File: src/rtl/kanagawa_pipelined_link_receiver.sv
// Far-end receiver of a credit-flow-controlled pipelined link: FWFT capture buffer plus delayed credit return.
// Optional sticky overflow detection enabled by defining KANAGAWA_LINK_RX_OVERFLOW_CHECK_EN.
module kanagawa_pipelined_link_receiver #(
  parameter int unsigned WIDTH        = 32,
  parameter int unsigned CAPACITY     = 8,
  parameter int unsigned CREDIT_DELAY = 0
) (
  input  logic                           clk,
  input  logic                           rst,
  input  logic                           in_valid,
  input  logic [WIDTH-1:0]               in_data,
  output logic                           out_valid,
  output logic [WIDTH-1:0]               out_data,
  input  logic                           out_ready,
  output logic                           credit_return,
  output logic [$clog2(CAPACITY+1)-1:0]  occupancy,
  output logic                           overflow
);

  localparam int unsigned OCC_W = $clog2(CAPACITY + 1);
  localparam int unsigned PTR_W = (CAPACITY > 1) ? $clog2(CAPACITY) : 1;

  logic [WIDTH-1:0] mem [CAPACITY];
  logic [PTR_W-1:0] wr_ptr, rd_ptr;
  logic [PTR_W-1:0] wr_ptr_next, rd_ptr_next;
  logic [OCC_W-1:0] occ, occ_next;
  logic             full, pop, push_acc, drop;

  assign full     = (occ == OCC_W'(CAPACITY));
  assign pop      = out_valid && out_ready;
  // A full buffer still accepts a beat when the head leaves in the same cycle.
  assign push_acc = in_valid && (!full || pop);
  assign drop     = in_valid && full && !pop;

  always_comb begin
    wr_ptr_next = wr_ptr;
    rd_ptr_next = rd_ptr;
    occ_next    = occ;
    if (push_acc) begin
      wr_ptr_next = (wr_ptr == PTR_W'(CAPACITY - 1)) ? '0 : wr_ptr + PTR_W'(1);
    end
    if (pop) begin
      rd_ptr_next = (rd_ptr == PTR_W'(CAPACITY - 1)) ? '0 : rd_ptr + PTR_W'(1);
    end
    if (push_acc && !pop) begin
      occ_next = occ + OCC_W'(1);
    end else if (pop && !push_acc) begin
      occ_next = occ - OCC_W'(1);
    end
  end

  // Pointer, count and registered valid state.
  always_ff @(posedge clk or posedge rst) begin
    if (rst) begin
      wr_ptr    <= '0;
      rd_ptr    <= '0;
      occ       <= '0;
      out_valid <= 1'b0;
    end else begin
      wr_ptr    <= wr_ptr_next;
      rd_ptr    <= rd_ptr_next;
      occ       <= occ_next;
      out_valid <= (occ_next != '0);
    end
  end

  // Storage is cleared on reset so the head output reads zero while empty after reset.
  always_ff @(posedge clk or posedge rst) begin
    if (rst) begin
      for (int i = 0; i < int'(CAPACITY); i++) begin
        mem[i] <= '0;
      end
    end else if (push_acc) begin
      mem[wr_ptr] <= in_data;
    end
  end

  assign out_data  = mem[rd_ptr];
  assign occupancy = occ;

  // Credit return chain: one bit per pop, never merged, flushed by reset.
  generate
    if (CREDIT_DELAY == 0) begin : g_credit_direct
      logic credit_q;
      always_ff @(posedge clk or posedge rst) begin
        if (rst) begin
          credit_q <= 1'b0;
        end else begin
          credit_q <= pop;
        end
      end
      assign credit_return = credit_q;
    end else begin : g_credit_chain
      logic [CREDIT_DELAY:0] credit_pipe;
      always_ff @(posedge clk or posedge rst) begin
        if (rst) begin
          credit_pipe <= '0;
        end else begin
          credit_pipe <= {credit_pipe[CREDIT_DELAY-1:0], pop};
        end
      end
      assign credit_return = credit_pipe[CREDIT_DELAY];
    end
  endgenerate

`ifdef KANAGAWA_LINK_RX_OVERFLOW_CHECK_EN
  logic overflow_q;
  always_ff @(posedge clk or posedge rst) begin
    if (rst) begin
      overflow_q <= 1'b0;
    end else if (drop) begin
      overflow_q <= 1'b1;
    end
  end
  assign overflow = overflow_q;

  always @(posedge clk) begin
    if (!rst) begin
      assert (!drop) else $error("%m: beat dropped, push into full buffer without pop");
    end
  end
`else
  assign overflow = 1'b0;
  logic unused_drop;
  assign unused_drop = drop;
`endif

endmodule

File: config.mk
export PLATFORM = sky130hd
export DESIGN_NAME = kanagawa_pipelined_link_receiver
export DESIGN_NICKNAME = d
export VERILOG_FILES = /design/src/rtl/kanagawa_pipelined_link_receiver.sv
export SDC_FILE = /design/constraint.sdc
export NUM_CORES = 1
export LEC_CHECK = 0
export ABC_CLOCK_PERIOD_IN_PS = 15910
export CAP_MARGIN = 0
export CELL_PAD_IN_SITES_DETAIL_PLACEMENT = 0
export CELL_PAD_IN_SITES_GLOBAL_PLACEMENT = 1
export CORE_ASPECT_RATIO = 0.75
export CORE_MARGIN = 8
export CORE_UTILIZATION = 50
export DETAILED_ROUTE_END_ITERATION = 16
export GPL_TIMING_DRIVEN = 0
export HOLD_SLACK_MARGIN = 0.02
export PLACE_DENSITY_LB_ADDON = 0.1
export SYNTH_ARGS = -nofsm -noshare
export SYNTH_HDL_FRONTEND = slang
export SYNTH_SLANG_ARGS = --single-unit
File: constraint.sdc
create_clock -name clk -period 15.91 [get_ports clk]
set_clock_uncertainty 0.15 [all_clocks]
set_input_delay 3.182 -clock clk [delete_from_list [all_inputs] [get_ports clk]]
set_output_delay 3.182 -clock clk [all_outputs]
set_load 0.05 [all_outputs]
==> results of run 1 <==
## flip-flops by register name (all words and copies together) (netlist names)
name,flops
rd_ptr,3
occupancy,4
credit_return,1
out_valid,1
wr_ptr,3
mem,256
## power by group
group	total [mW]	internal (mW)	switching, mW
registers	1.20	1.02	0.179
logic	1.72	0.862	0.859
clock network	0.595	0.344	0.251
## worst max-delay path: cells and delay by family, from the launching register on
| kind | cells | cell delay [ns] |
|---|---|---|
| buffers and inverters | 3 | 2.23 |
| muxes | 2 | 0.73 |
| DFF | 1 | 0.38 |
## through the flow
step                util, %  instance area [um^2]  hold WS, ns  cells
floorplan                 -                 12300        0.324    732
global placement       55.8                 13400        0.331   1136
detailed placement     56.1                 13500        0.337   1138
CTS                    59.5                 14300        0.350   1182
global route           59.5                 14300        0.363   1182
finish                 59.5                 14300        0.349   1182
## worst max path at each step
stage               from       endpoint  cells after the start
6_report       rd_ptr[0]   out_data[11]                      5
5_1_grt        rd_ptr[0]   out_data[10]                      5
4_1_cts        rd_ptr[0]   out_data[10]                      5
3_5_place_dp   rd_ptr[0]   out_data[10]                      5
3_3_place_gp         rst       mem[122]                      2
2_1_floorplan        rst  credit_return                      1
## layout make-up
type,instances,area (um^2),area share [%]
well taps,331,414,2.90
flip-flops and latches,268,6710,46.9
clock buffers,38,757,5.30
repair buffers,75,786,5.50
inverters,4,27.5,0.193
clock inverters,6,58.8,0.412
multi-input cells,410,5230,36.6
plain buffers,50,307,2.15
## placed cells by master (no fill, tap or decap), types with 3 or more instances in the layout
| cell | count |
|---|---|
| clkinv_2 | 4 |
| buf_6 | 4 |
| ha_1 | 6 |
| dfrtp_1 | 268 |
| clkdlybuf4s50_1 | 73 |
| clkbuf_1 | 18 |
| buf_2 | 29 |
| clkbuf_16 | 27 |
| clkbuf_8 | 4 |
| nand2_1 | 12 |
| mux2_2 | 254 |
| nor3_1 | 4 |
| mux4_2 | 64 |
| buf_12 | 3 |
| nand4_1 | 3 |
| mux2_4 | 34 |
## kinds of logic (layout without fill, tap and decap cells)
group / count (synthesis) / count (layout) / share of synthesized area [%]
AOI/OAI and AO/OA: 14 / 14 / 0.898
adders and majority gates: 6 / 6 / 0.612
buffers and inverters: 54 / 173 / 2.66
DFF: 268 / 268 / 54.7
muxes: 352 / 352 / 39.2
and+or+nand+nor: 35 / 35 / 1.74
xor gates and xnor gates: 2 / 2 / 0.143
other: 1 / 1 / 0.0306
## metal layers
| layer | GRT usage [%] | vias to the layer above | part of all wire (%) |
|---|---|---|---|
| li1 | - | 2958 | - |
| met1 | 26.9 | 3637 | 45 |
| met2 | 32.0 | 160 | 47 |
| met3 | 4.02 | 55 | 5.2 |
| met4 | 5.70 | 2 | 2.2 |
| met5 | 0 | - | 0.046 |
==> flow_summary.ini, run 1 <==
[floorplanning]
die_h_um = 152
die-area_um2 = 29900
initial_utilization_pct = 51.0
chipWidth_um = 197
core_area_um2 = 24000
ios = 75
rows = 49

[cells_and_area]
num-nets-final = 878
drive_gt1_share_pct = 51.0
area_growth_syn_to_layout_pct = 16.5
fillCellCount = 1854
n_antenna_cell = 0

[routing]
wire_per_inst_um = 24.1
vias = 6812
firstDrtPassIters = 4
drc = 0
drtIter0Drc = 407
vias_per_cell = 5.76
wirelength_mm = 28.4
detail-route-antenna-nets = 0

[clock_network]
cts_setup_buffers = 0
ctsResizeCount = 0
clk_latency_ns = 0.53
cts_tree = yes
h-tree-depth = 1
hold_buffers = 0
cts_sinks = 268
numCtsBuffers = 27
path_clk_slew_ns = 0.06
clock_path_buffers = 3
cts_root_buffer = clkbuf_16

[yosys]
synth_edf_count = 0
ys_seq_elements = 268
synthesis.area_um2 = 12300
ys_async_sr_fraction_pct = 100
syn_area_per_cell_um2 = 16.8
yosysTopAreaCell = dfrtp_1
synth_fp_nets = 774
synth_warnings = 0
synthMostInstantiatedCell = dfrtp_1
synthCells = 732
synthTopCellsByArea = dfrtp_1 55%, mux2_2 23%, mux4_2 12%, mux2_4 4.2%, buf_2 1.2%
yosysSeqAreaShare_pct = 54.7
ys.flop_type = dfrtp_1
synth_cell_types = 43
ys_top_cells_by_count = 268 x dfrtp_1, 254 x mux2_2, 64 x mux4_2, 34 x mux2_4, 29 x buf_2
synth_top_area_share_pct = 54.7

[timing]
worstMarginPinSlew_ns = 1.17
min_period_ns = 7.20
period_share_pct = 45.3
fmax_mhz = 139
setup_slack_ns = 8.71
final_max_slew_viol_count = 0
rsz0062_at_grt = no
finalSetupViolations = 0
fin_tns_setup_ns = 0
relSlewSlack_pct = 22.2
hold_viol = 0

[worst_hold_path]
hp-class = reg2reg
hold_path_end = mem[92]
min-delay-start = mem[92]
hold_depth = 1

[power]
power_mw = 3.52
p_leak_nw = 6.18
power_density_nw_per_um2 = 246
ir_drop_mv = 0.171

[global_routing]
grt_pass1_wl_mm = 45.3
grt-ovfl-total = 0
grt.total_usage_pct = 19.8
antenna_found_initial = 1
grt_max_degree = 143
grt_pass1_vias = 7658

[placed_design]
dp_slack_ns = 9.23
place_hpwl_mm = 18.8
portBuffers = 73
gp_congestion = 0.763

[status]
status = finished, final reports clean

[critical_path]
r2r_start = occupancy[0]
path_cells = clkbuf_1, buf_1, mux4_2, mux2_2, clkdlybuf4s50_1
end_kind = primary output
start_kind = flip-flop
crit_path_top_delay_cell = buf_1
r2r_cells = 7
arrival_ns = 3.87
reg2reg_setup_slack_ns = 13.06
worstSetupPathType = reg2out
cp_max_fo = 10
cpPeakStageDelay_ns = 0.77
timing.rr.end = mem[145]
required_ns = 12.58

[run]
maxCapViolCount = 0
Note: power is estimated with default switching activity, not from simulation.
==> run 2, diff against run 1 <==
Settings changed: ABC_CLOCK_PERIOD_IN_PS 15910 to 6250, CORE_UTILIZATION 50 to 46.
Clock period 15.91 ns to 6.25 ns, I/O delays scaled along.
==> run 2 against run 1 <==
  * Design area increased by 1.8%
  * Register-to-register slack lost 9.6 ns
  * Routed wire length rose by 2.5%
  * Total power rose to 2.6 times the previous value
==> flow_summary.ini, run 2 (synthesis gave the netlist of run 1 again) <==
[critical_path]
r2r_start = occupancy[0]
critical-path-top-delay-family = buffers and inverters
start_kind = flip-flop
worstSetupPathType = reg2out
arrival_ns = 3.90
cpMostUsedCell = clkbuf_1
crit_start = rd_ptr[0]
required_ns = 4.85
cp_num_buf_inv = 3
cpPeakStageDelay_ns = 0.82
path_cells = clkbuf_1, clkbuf_1, mux4_2, mux2_2, clkdlybuf4s50_1
cp_max_fo = 10
crit_path_top_delay_cell = clkbuf_1
end_kind = primary output

[cells_and_area]
area_growth_syn_to_layout_pct = 18.6
top_register = mem
largest_reg_flops = 256
stdcell_area_um2 = 14500
num-nets-final = 883
layout_common_cells = 268 x dfrtp_1, 254 x mux2_2, 73 x clkdlybuf4s50_1
n_antenna_cell = 0
drive_gt1_share_pct = 51.5
layout_commonest_cell = dfrtp_1
fillCellCount = 2025
final_cells = 1204

[global_routing]
grt_pass1_wl_mm = 46.3
gr-max-usage-layer = met2
antenna_found_initial = 0
grt.total_usage_pct = 18.6
grt_pass1_vias = 7643
grt-ovfl-total = 0
grt_use_met3_pct = 3.37
grt_util_met2_pct = 30.9
met1_usage_pct = 25.5
grt_max_degree = 47

[run]
maxCapViolCount = 0

[floorplanning]
die_h_um = 157
chipWidth_um = 205
initial_utilization_pct = 47.0
core_area_um2 = 26100
die-area_um2 = 32200
ios = 75
rows = 51

[power]
ir_drop_mv = 0.427
power_density_nw_per_um2 = 635
p_leak_nw = 6.28

[routing]
drtIter0Drc = 370
detail-route-antenna-nets = 0
drc = 0
vias = 6805
wire_per_inst_um = 24.2
vias_per_cell = 5.65
firstDrtPassIters = 4
wirelength_mm = 29.1

[clock_network]
cts_setup_buffers = 0
clk_latency_ns = 0.53
clock_path_buffers = 3
cts_tree = yes
h-tree-depth = 1
path_clk_slew_ns = 0.06
cts_root_buffer = clkbuf_16
numCtsBuffers = 28
ctsResizeCount = 0
cts_sinks = 268
hold_buffers = 0

[status]
status = finished, final reports clean

[worst_hold_path]
hp-class = reg2reg
min-delay-start = mem[80]

[timing]
fmax_mhz = 189
relSlewSlack_pct = 25.7
hold_ws_ns = 0.350
min_period_ns = 5.30
rsz0062_at_grt = no
worstMarginPinSlew_ns = 1.11
finalSetupViolations = 0
setup_slack_ns = 0.949
period_share_pct = 84.8
hold_viol = 0
fin_tns_setup_ns = 0
final_max_slew_viol_count = 0

[placed_design]
dpl_cell_area_um2 = 13600
place_hpwl_mm = 19.4
dp_slack_ns = 1.46
placed_cells_incl_taps = 1155
portBuffers = 73
gp_congestion = 0.757
-- run 2: cell types whose count changed in the layout (fill, tap and decap cells not counted), moves of 2 or more --
cell       delta
buf_12        +6
bufinv_16     +4
buf_16        -2
clkbuf_16     +2
clkbuf_8      +2
clkinv_2      -2
-- run 2: metrics by stage --
step | util (%) | power [mW]
detailed placement | 51.9 | 7.51
finish | 55.7 | 9.24
CTS | 55.7 | 9.35
global placement | 51.5 | 7.31
floorplan | - | 6.25
global route | 55.7 | 9.73
-- run 2: power breakdown --
part | leakage [nW] | switching, mW | internal (mW)
clock | 0.487 | 0.678 | 1.12
combinational | 2.56 | 2.19 | 2.20
sequential | 3.24 | 0.448 | 2.60
-- run 2: worst paths after layout --
path	slack, ns	to	cells past startpoint
min in group asynchronous	1.02	mem[172]	2
max in group asynchronous	3.75	mem[252]	5
min	0.35	mem[80]	1
min reg2reg	0.35	mem[80]	1
max	0.95	out_data[23]	5
max reg2reg	3.43	mem[138]	7
-- run 2: final cells by class --
| type | count | area [um^2] | share of cell area [%] |
|---|---|---|---|
| Timing Repair Buffer | 79 | 851 | 5.85 |
| Sequential cell | 268 | 6710 | 46.1 |
| Inverter | 4 | 23.8 | 0.163 |
| Clock inverter | 7 | 160 | 1.10 |
| Multi-Input combinational cell | 410 | 5230 | 36.0 |
| Buffer | 50 | 307 | 2.11 |
| Clock buffer | 42 | 835 | 5.74 |
| Tap cell | 344 | 430 | 2.96 |
-- run 2: routing by layer --
layer  vias up  share of wire, %
met2       121                48
met5         -                 0
met1      3677                46
met3        35               4.0
li1       2972                 -
met4         0               1.8
